===== config.mk =====
export PLATFORM = sky130hd
export DESIGN_NAME = mux_rr_sched
export DESIGN_NICKNAME = d
export VERILOG_FILES = /design/src/rtl/mux_rr_sched_pkg.sv /design/src/rtl/mux_rr_sched_rr_pick4.sv /design/src/rtl/mux_rr_sched.sv
export SDC_FILE = /design/constraint.sdc
export NUM_CORES = 1
export LEC_CHECK = 0
export CORE_AREA = 5 5 43 48
export CTS_BUF_LIST = sky130_fd_sc_hd__clkbuf_8
export DETAILED_ROUTE_END_ITERATION = 7
export DIE_AREA = 0 0 48 53
export GPL_TIMING_DRIVEN = 1
export PLACE_DENSITY = 0.73
export SYNTH_ARGS = -nofsm -noshare
export SYNTH_HDL_FRONTEND = slang
export SYNTH_SLANG_ARGS = --single-unit

===== constraint.sdc =====
create_clock -name clk -period 1.8 [get_ports clk]
set_input_delay 0.45 -clock clk [delete_from_list [all_inputs] [get_ports clk]]
set_output_delay 0.45 -clock clk [all_outputs]
set_load 0.005 [all_outputs]

===== src/rtl/mux_rr_sched_pkg.sv =====
// mux_rr_sched_pkg: shared constants and FSM state encoding for the round-robin mux scheduler
package mux_rr_sched_pkg;
  localparam int N_REQ = 4;
  localparam int SEL_W = 2;
  typedef enum logic {IDLE = 1'b0, GRANT = 1'b1} state_t;
endpackage


===== src/rtl/mux_rr_sched_rr_pick4.sv =====
// rr_pick4: combinational round-robin picker; first requester at or after start (wrapping) wins
//   req   - request vector
//   start - highest-priority index for this search
//   found - any request present
//   idx   - winning index
module rr_pick4
  import mux_rr_sched_pkg::*;
(
  input  logic [N_REQ-1:0] req,
  input  logic [SEL_W-1:0] start,
  output logic             found,
  output logic [SEL_W-1:0] idx
);
  logic [N_REQ-1:0] rot;
  logic [SEL_W-1:0] ofs;
  always_comb begin
    rot   = {req[start + 2'd3], req[start + 2'd2], req[start + 2'd1], req[start]};
    ofs   = rot[0] ? 2'd0 : rot[1] ? 2'd1 : rot[2] ? 2'd2 : 2'd3;
    found = |req;
    idx   = start + ofs;
  end
endmodule


===== src/rtl/mux_rr_sched.sv =====
// mux_rr_sched: round-robin owner of a shared 4:1 bit mux with bounded hold and registered output capture
//   clk, rst_n - clock, synchronous active-low reset
//   req        - request vector, req[i] asks to route W[i]
//   f          - mux output fed back
//   gnt        - one-hot grant, zero when idle
//   s1, s0     - mux select driven to the owner's index
//   busy       - a grant is active
//   f_q, f_vld - f captured under a grant, valid the cycle after capture
module mux_rr_sched
  import mux_rr_sched_pkg::*;
#(
  parameter int MAX_HOLD = 4,
  parameter int CNT_W    = 3
) (
  input  logic             clk,
  input  logic             rst_n,
  input  logic [N_REQ-1:0] req,
  input  logic             f,
  output logic [N_REQ-1:0] gnt,
  output logic             s1,
  output logic             s0,
  output logic             busy,
  output logic             f_q,
  output logic             f_vld
);
  state_t           state, state_nx;
  logic [SEL_W-1:0] owner, owner_nx, last, last_nx, start, idx;
  logic [CNT_W-1:0] cnt, cnt_nx;
  logic             found, rel;
  // owner+1 equals the post-release last+1, so one picker serves both idle entry and release
  assign start = (state == IDLE ? last : owner) + 2'd1;
  rr_pick4 u_pick (.req(req), .start(start), .found(found), .idx(idx));
  assign busy = state == GRANT;
  assign gnt  = busy ? N_REQ'(1) << owner : '0;
  // owner doubles as the select register and keeps its value while idle
  assign s1   = owner[1];
  assign s0   = owner[0];
  always_comb begin
    state_nx = state;
    owner_nx = owner;
    last_nx  = last;
    cnt_nx   = cnt;
    rel      = busy && (!req[owner] || cnt == CNT_W'(MAX_HOLD));
    if (!busy) begin
      if (found) begin
        state_nx = GRANT;
        owner_nx = idx;
        cnt_nx   = CNT_W'(1);
      end
    end else if (rel) begin
      last_nx  = owner;
      state_nx = found ? GRANT : IDLE;
      owner_nx = found ? idx : owner;
      cnt_nx   = found ? CNT_W'(1) : '0;
    end else begin
      cnt_nx = cnt + CNT_W'(1);
    end
  end
  always_ff @(posedge clk) begin
    if (!rst_n) begin
      state <= IDLE;
      owner <= '0;
      last  <= 2'd3;
      cnt   <= '0;
      f_q   <= 1'b0;
      f_vld <= 1'b0;
    end else begin
      state <= state_nx;
      owner <= owner_nx;
      last  <= last_nx;
      cnt   <= cnt_nx;
      f_q   <= busy ? f : f_q;
      f_vld <= busy;
    end
  end
endmodule


==> reports/metrics.csv <==
metric,value,unit
status,"complete, no violations",
Net Switching,0.359,mW
Final Max Slew Viols,0,
wire length per cell,12.9,µm
nets,109,
Tmin final,1760,ps
"Max FO, Critical Path",5,
CTS tree,built,
cells on worst reg2reg path,9,
hold buffers post-CTS,0,
# DRC,0,
async set-reset flop share out of synthesis,0,
Fmax achieved,567,MHz
worst hold slack,492,ps
VDD IR max,0.698,mV
setup TNS,0,ps
Clock power frac,0.255,
Worst Max-Slew Pin Slew,453,ps
share of layout cells above drive strength 1,0.286,
"Primary FF master, synth",dfxtp_1,
Post-Place Cells,110,
Pint,0.737,mW
clk root buf,clkbuf_8,
drt total wl,1.49,mm
DIE WIDTH,48,µm
TritonCTS Buffers,3,
pre-CTS setup slack,-298,ps
floorplan core area,1540,µm²
unrepaired setup endpoints after global routing,yes,
Initial Util,0.414,
worst path arrival time,1890,ps
# rows,15,
sequential fraction of the synthesis area,0.314,
Final ANT Viol Nets,0,
fill cell count,129,
design area,968,µm²
"Hold Vio Cnt, Final",0,
die footprint,2540,µm²
n_diodes,0,
CP startpoint,req[0],
GR Util All Layers,0.130,
origin of the critical flop-to-flop path,busy,
Synth cell types,34,
GPL Wtd Cong,0.827,
worst-case clock buffer depth,2,
Clock Skew,2.43,ps
largest net degree at the start of global routing,11,
Tot Pwr,1.10,mW
period utilization,0.980,
sequential share of power,0.311,
CP endpoint,owner[0],
Post-synth EDFFs,0,
power per standard cell area,1130,nW/µm²
P_leak,0.439,nW
Crit path required time,1920,ps
Sw Share,0.327,
clock sinks,10,
RR Endpoint,owner[0],
Yosys reg bits,10,
Iter 0 DRT Violations,3,
# H-tree levels,1,
Mapped Area,637,µm²
synthesized net count,82,
Startpoint Class,input port,
Pre-antenna DRT Iters,4,
Mapped Cells,72,
Crit. End Element,flop,
Area growth syn-to-layout,52.1,%
via density per instance,5.13,
"Core Util, Final",0.629,
dpl hpwl,1.10,mm
worst skew pair latency,230,ps
crit path kind,in -> reg,
Die Y-Extent,53,µm
logic gate share of total power,0.434,
Synth Area per Inst,8.85,µm²
"Clk pin slew, worst setup/hold paths",50,ps
global-route wire length before repair,2.37,mm
area post-placement,856,µm²
Hold WC Path Type,reg -> reg,
Syn. warnings,0,
# IOs,16,
post-route setup slack,36.7,ps
antenna violations before repair,0,
vias in the first global route,563,
Max-slew headroom,0.694,
grt total ovfl,0,
Vias,590,
endpoints failing setup,0,
Max Cap Violations,0,
# port buffers,15,
internal reg-to-reg setup slack,90,ps
Final Non-Filler Cells,115,
[worst max-delay path, cell delays in order]
cell and delay, ps:
clkdlybuf4s50_1 410, mux4_2 480, and3_4 190, nor2_4 100, mux2i_1 180, nor2b_1 60
[worst min-delay path by stage]
| stage | end | depth (start not counted) | start |
|---|---|---|---|
| finish | last[0] | 2 | last[0] |
| global route | last[0] | 2 | last[0] |
| CTS | last[0] | 2 | last[0] |
| detailed placement | last[0] | 2 | last[0] |
| global placement | last[1] | 2 | last[1] |
| floorplan | last[1] | 2 | last[1] |
[synthesized netlist by cell type (all sizes together) (2+ instances only)]
master  instances  share of area
nor2            6          0.047
o21ai           2          0.016
and3            2          0.028
a21oi           4          0.031
ha              3          0.059
inv             4          0.024
a31oi           3          0.029
a21boi          2          0.024
mux2i           6           0.10
nor4            2          0.020
buf             2          0.026
dfxtp          10           0.31
nand2           6          0.035
nor2b           6          0.059
[state kept, by name, indices dropped and copies added (netlist names)]
register,count
busy,1
cnt,3
f_vld,1
last,2
f_q,1
owner,2
[what timing repair did]
| action | 4_1_cts | 5_1_grt |
|---|---|---|
| buffers inserted | 1 | 0 |
| pin swaps | 2 | 4 |
| endpoints found under the setup margin | 8 | 5 |
| resized for setup | 9 | 11 |
[final cells by class]
type                       instances  area (µm²)  share of cell area
tap                               17        21.3              0.0220
inverter                           4        15.0              0.0155
sequential                        10         204               0.211
multi-input combinational         55         434               0.448
clock buffer                       4        55.1              0.0568
timing repair buffer              25         239               0.247
[layer usage]
metal | track usage | part of all wire | vias up
met1 | 0.149 | 0.45 | 264
met2 | 0.227 | 0.50 | 14
met3 | 0.0306 | 0.043 | 2
li1 | - | - | 310
met5 | 0 | 0 | -
met4 | 0.0404 | 0.011 | 0
[logic make-up after synthesis]
kind of cell | after synthesis | share of synthesized area
AO/OA/AOI/OAI | 16 | 0.161
adder cells (fa/ha/maj) | 3 | 0.0589
multiplexers | 8 | 0.153
buffers and inverters | 7 | 0.0550
XOR/XNOR | 1 | 0.0138
flip-flops | 10 | 0.314
AND/OR/NAND/NOR | 27 | 0.244
[layout by cell type, fill, tap and decap left out, types with 4 or more instances in the layout]
cell             count
clkdlybuf4s50_1      8
dlygate4sd2_1        4
mux2i_1              4
nor2_1               5
nor2b_1              6
dfxtp_1              7
inv_1                4
nand2_1              6
buf_4                7
clkbuf_8             4
[power by group through the flow]
stage               combinational [mW]  sequential, mW  clock [mW]
floorplan                        0.307           0.309           0
global placement                 0.448           0.330           0
detailed placement               0.458           0.329           0
CTS                              0.460           0.334       0.287
global route                     0.529           0.350       0.304
finish                           0.476           0.341       0.279
Power figures use the tool's default switching activity.
